==> src/rtl/cpu_pkg.sv <==
// ============================================================================
//  Module      : cpu_pkg
//  Description : Shared constants and the next-PC select encoding used by the
//                instruction-fetch stage.
//  Revision    : 1.0 - initial release
// ============================================================================
`default_nettype none

package cpu_pkg;

    // Default program-counter / address width in bits.
    localparam int PC_W = 32;

    // Number of words in the instruction memory; PCs at or above this are out of range.
    localparam int IM_DEPTH = 64;

    // Instruction word inserted into IF/ID whenever a bubble is created.
    localparam logic [31:0] NOP_WORD = 32'h0000_0000;

    // Width of the absolute jump word index field.
    localparam int JT_W = 26;

    // Source of the next program counter.
    typedef enum logic [2:0] {
        SEQ  = 3'd0,   // PC + 1
        HOLD = 3'd1,   // stall: keep PC
        BR   = 3'd2,   // taken conditional branch
        J    = 3'd3,   // absolute jump
        JR   = 3'd4    // jump to register value
    } next_pc_sel_e;

endpackage : cpu_pkg

`default_nettype wire

==> src/rtl/npc_sel.sv <==
// ============================================================================
//  Module      : npc_sel
//  Description : Combinational next-PC mux with priority encoder
//                (JR > J > BR > HOLD > SEQ). Redirects are honoured only
//                while IF/ID holds a valid instruction.
//  Revision    : 1.0 - initial release
// ============================================================================
`default_nettype none

module npc_sel
    import cpu_pkg::*;
#(
    parameter int PC_W = cpu_pkg::PC_W
) (
    input  logic [PC_W-1:0] i_pc,
    input  logic [PC_W-1:0] i_ifid_pcplus1,
    input  logic            i_ifid_valid,
    input  logic            i_stall,
    input  logic            i_branch_taken,
    input  logic [15:0]     i_branch_offset,
    input  logic            i_jump,
    input  logic [JT_W-1:0] i_jump_target,
    input  logic            i_jump_reg,
    input  logic [PC_W-1:0] i_reg_target,
    output next_pc_sel_e    o_sel,
    output logic [PC_W-1:0] o_next_pc
);

    logic [PC_W-1:0] w_br_target;
    logic [PC_W-1:0] w_j_target;

    // Branch target: word offset sign-extended and added modulo 2^PC_W.
    assign w_br_target = i_ifid_pcplus1 + PC_W'($signed(i_branch_offset));

    // Jump target keeps the upper PC bits of the instruction being decoded.
    if (PC_W > JT_W) begin : g_jt_wide
        assign w_j_target = {i_ifid_pcplus1[PC_W-1:JT_W], i_jump_target};
    end else begin : g_jt_narrow
        assign w_j_target = i_jump_target[PC_W-1:0];
    end

    // Priority encoder and target mux; a bubble in IF/ID masks stale redirects.
    always_comb begin
        o_sel     = SEQ;
        o_next_pc = i_pc + PC_W'(1);
        if (i_ifid_valid && i_jump_reg) begin
            o_sel     = JR;
            o_next_pc = i_reg_target;
        end else if (i_ifid_valid && i_jump) begin
            o_sel     = J;
            o_next_pc = w_j_target;
        end else if (i_ifid_valid && i_branch_taken) begin
            o_sel     = BR;
            o_next_pc = w_br_target;
        end else if (i_stall) begin
            o_sel     = HOLD;
            o_next_pc = i_pc;
        end
    end

endmodule : npc_sel

`default_nettype wire

==> src/rtl/fetch_unit.sv <==
// ============================================================================
//  Module      : fetch_unit
//  Description : Instruction-fetch stage. Owns the PC, drives the instruction
//                memory address and fills the IF/ID pipeline register;
//                applies redirects, stall and flush, and flags out-of-range
//                fetches with a sticky error.
//  Revision    : 1.0 - initial release
// ============================================================================
`default_nettype none

module fetch_unit
    import cpu_pkg::*;
#(
    parameter int              PC_W     = cpu_pkg::PC_W,
    parameter logic [PC_W-1:0] RESET_PC = '0,
    parameter int              IM_DEPTH = cpu_pkg::IM_DEPTH,
    parameter logic [31:0]     NOP_WORD = cpu_pkg::NOP_WORD
) (
    input  logic            Clk,
    input  logic            Reset,
    input  logic [31:0]     IM,
    input  logic            Stall,
    input  logic            Flush,
    input  logic            BranchTaken,
    input  logic [15:0]     BranchOffset,
    input  logic            Jump,
    input  logic [25:0]     JumpTarget,
    input  logic            JumpReg,
    input  logic [PC_W-1:0] RegTarget,
    output logic [PC_W-1:0] PC,
    output logic [31:0]     IfId_Instr,
    output logic [PC_W-1:0] IfId_PcPlus1,
    output logic            IfId_Valid,
    output logic            AddrErr
);

    localparam logic [PC_W-1:0] c_IM_LIMIT = PC_W'(IM_DEPTH);

    logic [PC_W-1:0] r_pc;
    logic [31:0]     r_ifid_instr;
    logic [PC_W-1:0] r_ifid_pcplus1;
    logic            r_ifid_valid;
    logic            r_addr_err;

    next_pc_sel_e    w_sel;
    logic [PC_W-1:0] w_next_pc;
    logic [PC_W-1:0] w_pc_plus1;
    logic            w_redirect;

    assign w_pc_plus1 = r_pc + PC_W'(1);
    assign w_redirect = (w_sel == JR) || (w_sel == J) || (w_sel == BR);

    npc_sel #(
        .PC_W (PC_W)
    ) u_npc_sel (
        .i_pc            (r_pc),
        .i_ifid_pcplus1  (r_ifid_pcplus1),
        .i_ifid_valid    (r_ifid_valid),
        .i_stall         (Stall),
        .i_branch_taken  (BranchTaken),
        .i_branch_offset (BranchOffset),
        .i_jump          (Jump),
        .i_jump_target   (JumpTarget),
        .i_jump_reg      (JumpReg),
        .i_reg_target    (RegTarget),
        .o_sel           (w_sel),
        .o_next_pc       (w_next_pc)
    );

    // PC register: loads the selected next PC (hold is encoded in the mux).
    always_ff @(posedge Clk or negedge Reset) begin
        if (!Reset) begin
            r_pc <= RESET_PC;
        end else begin
            r_pc <= w_next_pc;
        end
    end

    // IF/ID register: redirect or flush inserts a bubble, stall holds, else capture.
    always_ff @(posedge Clk or negedge Reset) begin
        if (!Reset) begin
            r_ifid_instr   <= NOP_WORD;
            r_ifid_pcplus1 <= '0;
            r_ifid_valid   <= 1'b0;
        end else if (w_redirect || Flush) begin
            r_ifid_instr   <= NOP_WORD;
            r_ifid_pcplus1 <= '0;
            r_ifid_valid   <= 1'b0;
        end else if (w_sel != HOLD) begin
            r_ifid_instr   <= IM;
            r_ifid_pcplus1 <= w_pc_plus1;
            r_ifid_valid   <= 1'b1;
        end
    end

    // Sticky address error: any non-stalled edge that consumes an out-of-range PC.
    always_ff @(posedge Clk or negedge Reset) begin
        if (!Reset) begin
            r_addr_err <= 1'b0;
        end else if ((w_sel != HOLD) && (r_pc >= c_IM_LIMIT)) begin
            r_addr_err <= 1'b1;
        end
    end

    assign PC           = r_pc;
    assign IfId_Instr   = r_ifid_instr;
    assign IfId_PcPlus1 = r_ifid_pcplus1;
    assign IfId_Valid   = r_ifid_valid;
    assign AddrErr      = r_addr_err;

endmodule : fetch_unit

`default_nettype wire

==> config.mk <==
export PLATFORM = sky130hd
export DESIGN_NAME = fetch_unit
export DESIGN_NICKNAME = d
export VERILOG_FILES = /design/src/rtl/cpu_pkg.sv /design/src/rtl/npc_sel.sv /design/src/rtl/fetch_unit.sv
export SDC_FILE = /design/constraint.sdc
export NUM_CORES = 1
export LEC_CHECK = 0
export BUFFER_PORTS_ARGS = -buffer_cell sky130_fd_sc_hd__buf_4
export CAP_MARGIN = 20
export CORE_MARGIN = 5
export CORE_UTILIZATION = 30
export DETAILED_ROUTE_END_ITERATION = 8
export GPL_ROUTABILITY_DRIVEN = 0
export SLEW_MARGIN = 20
export SYNTH_ARGS = -nofsm -noshare
export SYNTH_HDL_FRONTEND = slang
export SYNTH_HIERARCHICAL = 1
export SYNTH_SLANG_ARGS = --single-unit
==> constraint.sdc <==
create_clock -name Clk -period 2.7 [get_ports Clk]
set_clock_uncertainty 0.1 [all_clocks]
set_input_delay 0 -clock Clk [delete_from_list [all_inputs] [get_ports Clk]]
set_output_delay 0 -clock Clk [all_outputs]
set_load 0.005 [all_outputs]
Yosys cells after proc, flatten, opt, wreduce, memory -nomap -nowiden

Cells that the tools add are included.

Logic and storage cells: 35
Output and inout port bits: 98
Bits of input ports: 113
Memory bits (writable): 0
Bits in latches: 0
ROM bits: 0
Bits in registers: 98
Memories: 0

Bitwise logic cells: 0
Order comparisons: 1
Shifts and indexed selects: 0
Reduce and logical (&&, ||, !) cells: 8
Eq/ne operators: 5
Multiply operators: 0
Divide/modulo/power cells: 0
Multiplexer cells: 14
Add/sub/neg operators: 2

Operators by type and width:

| operator                                                           | number |
|---|---|
| 2-to-1 mux 32 bit                                                  | 8 |
| adder 32 x 1 -> 32 bit, second input constant                      | 1 |
| adder 32 bit                                                       | 1 |
| greater-or-equal comparator 32 x 7 -> 1 bit, second input constant | 1 |
| 2-to-1 mux 3 bit                                                   | 3 |
| == test 3 x 2 -> 1 bit, second input constant                      | 2 |
| logical AND 1 bit                                                  | 4 |
| != test 4 x 1 -> 1 bit, second input constant                      | 1 |
| == test 3 bit, second input constant                               | 1 |
| logical OR 1 bit                                                   | 3 |
| 2-to-1 mux 1 bit                                                   | 3 |
| != test 3 x 1 -> 1 bit, second input constant                      | 1 |
| nonzero test 2 bit                                                 | 1 |

Logic depth before layout (Yosys ltp)

Word-level depth: 9
Mapped depth: 11

Cells and area by module

The synthesis kept the hierarchy.

Modules (own cells, without submodules):

| module     | area an instance (sq um) | cells an instance | times used |
|---|---|---|---|
| fetch_unit | 3,847.4                  | 324               | 1 |
| npc_sel    | 3,074.2                  | 490               | 1 |

Worst setup path before layout

Ideal clock, no wire load.

Path type: register to register
From: reg r_ifid_pcplus1[0] (netlist: IfId_PcPlus1[0])
To: reg r_pc[24] (netlist: PC[24])
Setup time: 0.124 ns
Period minus slack after synthesis: 2.824 ns
Stages on the path, launching flop included: 11
Setup slack: -0.124 ns
Data arrival time: 2.600 ns
Required time: 2.476 ns
Cell sequence: dfrtp_1 ha_1 fa_1 a21o_1 a221o_1 nand4_2 a31oi_2 a221o_1 a32oi_1 nor4_1 a211o_1

Cells in the longest elaborated chain, start to end: 4

RTL lines:

| what                     | line             | text |
|---|---|---|
| start: declaration       | fetch_unit.sv:41 | `logic [PC_W-1:0] r_ifid_pcplus1;` |
| start signal: assignment | fetch_unit.sv:91 | `r_ifid_pcplus1 <= w_pc_plus1;` |
| adder 32 bit             | npc_sel.sv:33    | `assign w_br_target = i_ifid_pcplus1 + PC_W'($signed(i_branch_offset));` |
| 2-to-1 mux 32 bit        | npc_sel.sv:52    | `end else if (i_ifid_valid && i_branch_taken) begin` |
| 2-to-1 mux 32 bit        | npc_sel.sv:49    | `end else if (i_ifid_valid && i_jump) begin` |
| 2-to-1 mux 32 bit        | npc_sel.sv:46    | `if (i_ifid_valid && i_jump_reg) begin` |
| net w_next_pc[24]        | fetch_unit.sv:46 | `logic [PC_W-1:0] w_next_pc;` |
| end signal: assignment   | fetch_unit.sv:75 | `r_pc <= w_next_pc;` |
| end: declaration         | fetch_unit.sv:39 | `logic [PC_W-1:0] r_pc;` |

The timed path passes the listed nets, and every way through them passes these cells.
A chain may end at the register's enable or synchronous reset.

Final worst setup path

From: reg r_ifid_pcplus1[0] (netlist: IfId_PcPlus1[0])
To: reg r_pc[20] (netlist: PC[20])

Same word-level chain as after synthesis.

==> results.ini <==
[status]
status = finished, violations left
violations = setup timing

[logic_synthesis]
syn_nets = 962
syn_avg_cell_area_um2 = 8.50
ys.flop_type = dfrtp_1
synthArstFlopShare_pct = 100
ys_seq_elements = 98
seq_area_frac_synth_pct = 35.4
synth-edff-count = 0
postSynthCellCount = 814
ys_warn_count = 6
netlist_area_um2 = 6920
synth.distinct_cells = 57

[clock_tree]
numCtsBuffers = 9
cts_tree = yes
clockRootBuffer = clkbuf_16
clock_latency_ps = 360
clk_path_buf_depth = 2
clk_pin_slew_ps = 80
htree_num_levels = 3
clock_sinks = 98

[route]
drc = 0
ant_nets = 0
first_pass_iters = 5
drtIter0Drc = 565
wl_mm = 28.4
num_vias = 7845
viasPerCell = 5.28
wl_per_cell_um = 19.1

[power]
switching_share_pct = 43.4
cellPowerDensity_nw_per_um2 = 936
clkPwrFrac_pct = 13.7
combPwrFrac_pct = 61.8
vdd_drop_max_mv = 0.515
pwr-share-seq_pct = 24.6
p_sw_uw = 4480
p_int_uw = 5830
p_leak_uw = 0.00507

[die]
dieArea_um2 = 26200
num_rows = 55
initial_core_util_pct = 30.5
ios = 211
die_w_um = 162
coreArea_um2 = 22700
die_y_um = 162

[timing]
setup_ws_ps = -211
worstMarginPinSlew_ps = 889
min_period_over_period_pct = 108
tns_ps = -553
finalHoldViolations = 0
rsz0062_at_grt = true
fmax_mhz = 344
setup_viol = 7
maxSlewViolCount = 0
slew-limit-headroom_pct = 40.7
fin_crit_ps = 2910

[layout]
stdcell_area_um2 = 11000
insertedDiodeCount = 0
final_layout_size_suffix_gt1_share_pct = 31.1
area_growth_pct = 59.0
final_net_count = 1345

[placement]
place_area_um2 = 9410
io_buffers = 210
place_hpwl_mm = 21.2

[worst_setup_path]
arrival_ps = 3050
crit_fanout = 2
required_ps = 2840
critPathKind = reg -> reg
cp-start-kind = register
cp-end-kind = register

[global_route]
grt_max_degree = 65
grt_pass1_wl_mm = 44.1
antenna_found_initial = 0
grt_pass1_vias = 7913
grt_overflow = 0
gr-usage-all-layers_pct = 21.1

[min_path]
holdCritPathClass = in -> reg

[job]
cap_violations = 0

## through the flow
| stage | std cells | utilization, % | hold slack, ps | setup WS, ps | power (uW) |
|---|---|---|---|---|---|
| global route | 1487 | 48.5 | 49.0 | -283 | 11000 |
| global placement | 1360 | 41.5 | 71.6 | -175 | 8260 |
| CTS | 1480 | 47.5 | 3.75 | -183 | 10000 |
| floorplan | 814 | - | -396 | -81.9 | 5500 |
| detailed placement | 1360 | 41.5 | 68.8 | -257 | 8320 |
| finish | 1487 | 48.5 | 5.37 | -211 | 10300 |
## power groups by stage
stage / sequential (uW) / combinational (uW) / clock, uW
floorplan: 2750 / 2750 / 0
global placement: 2540 / 5720 / 0
detailed placement: 2540 / 5780 / 0
CTS: 2520 / 6090 / 1440
global route: 2620 / 6920 / 1490
finish: 2540 / 6370 / 1410
## cell usage after synthesis (all sizes together) (18+ instances only)
master	count	share of area, %
a21oi	62	4.5
a22o	34	4.3
clkbuf	29	1.6
dfrtp	98	35
ha	34	6.1
nand2	104	5.6
nand3	33	2.4
nand4	18	2.0
nor2	59	3.2
nor3	20	1.4
o21ai	71	5.1
xnor2	47	5.9
xor2	33	4.2
## worst max-delay path, stage by stage (launching register included)
cell and delay [ps]:
dfrtp_1 390, ha_2 190, fa_2 350, a21o_1 190
a221o_1 380, nand4_2 130, a31oi_4 100, a221o_1 360
mux2i_1 190, a211oi_1 100, a221o_1 290
## cell type report
type	count	area, um2
Inverter	14	52.6
Clock inverter	7	82.6
Sequential cell	98	2450
Timing Repair Buffer	409	3350
Tap cell	285	357
Multi-Input combinational cell	665	4480
Fill cell	2140	11700
Clock buffer	9	225
## per-layer routing
layer | part of all wire [%] | vias to the layer above | wire (um) | GRT usage (%)
li1 | - | 3749 | - | -
met1 | 44 | 3757 | 12500 | 28.5
met2 | 47 | 303 | 13200 | 34.4
met3 | 7.3 | 36 | 2080 | 4.26
met4 | 2.0 | 0 | 575 | 5.84
met5 | 0 | - | 0 | 0
## sequential cells by signal, summed over array words and instances, names as in the netlist
name and flops:
AddrErr 1, IfId_PcPlus1 32, IfId_Instr 32, PC 32, IfId_Valid 1
## repair_timing
action,in CTS,in global routing
resized for setup,10,38
endpoints found under the hold margin,128,0
buffers inserted,2,9
cloned,0,0
pin swaps,7,30
setup endpoints to repair,10,29
hold buffers,102,0
## cells by family after synthesis
| kind of cell | Yosys count | synth area share (%) |
|---|---|---|
| AO/OA/AOI/OAI | 247 | 23.1 |
| XOR/XNOR | 80 | 10.1 |
| adder cells (fa/ha/maj) | 35 | 6.44 |
| buffers and inverters | 51 | 2.93 |
| flip-flops | 98 | 35.4 |
| multiplexers | 4 | 0.578 |
| AND/OR/NAND/NOR | 299 | 21.4 |
## cells in the final DEF, fill, tap and decap left out, drive strengths merged, types with 6 or more instances in the layout
master and instances:
buf 307, nand2 104, dlygate4sd3 102, dfrtp 98, o21ai 71, a21oi 62
nor2 59, xnor2 47, a22o 34, ha 34, nand3 33, xor2 33
nor3 20, nand4 18, inv 18, nor4 17, and3 16, a21o 14
o211ai 12, clkbuf 9, a31oi 9, a211oi 8, and2 6
## path summary, 6_finish.rpt
kind / end / slack (ps) / from / cells past startpoint
hold reg to reg: AddrErr$_DFFE_PN0P_ / 400 / AddrErr$_DFFE_PN0P_ / 1
setup / recovery: PC[20]$_DFF_PN0_ / -210 / IfId_PcPlus1[0]$_DFFE_PN0P_ / 10
setup reg to reg: PC[20]$_DFF_PN0_ / -210 / IfId_PcPlus1[0]$_DFFE_PN0P_ / 10
min in group asynchronous: IfId_Instr[25]$_DFFE_PN0P_ / 170 / Reset / 2
hold / removal: PC[25]$_DFF_PN0_ / 5 / RegTarget[25] / 5
max in group asynchronous: PC[22]$_DFF_PN0_ / 1610 / Reset / 3
Power figures use the tool's default switching activity.
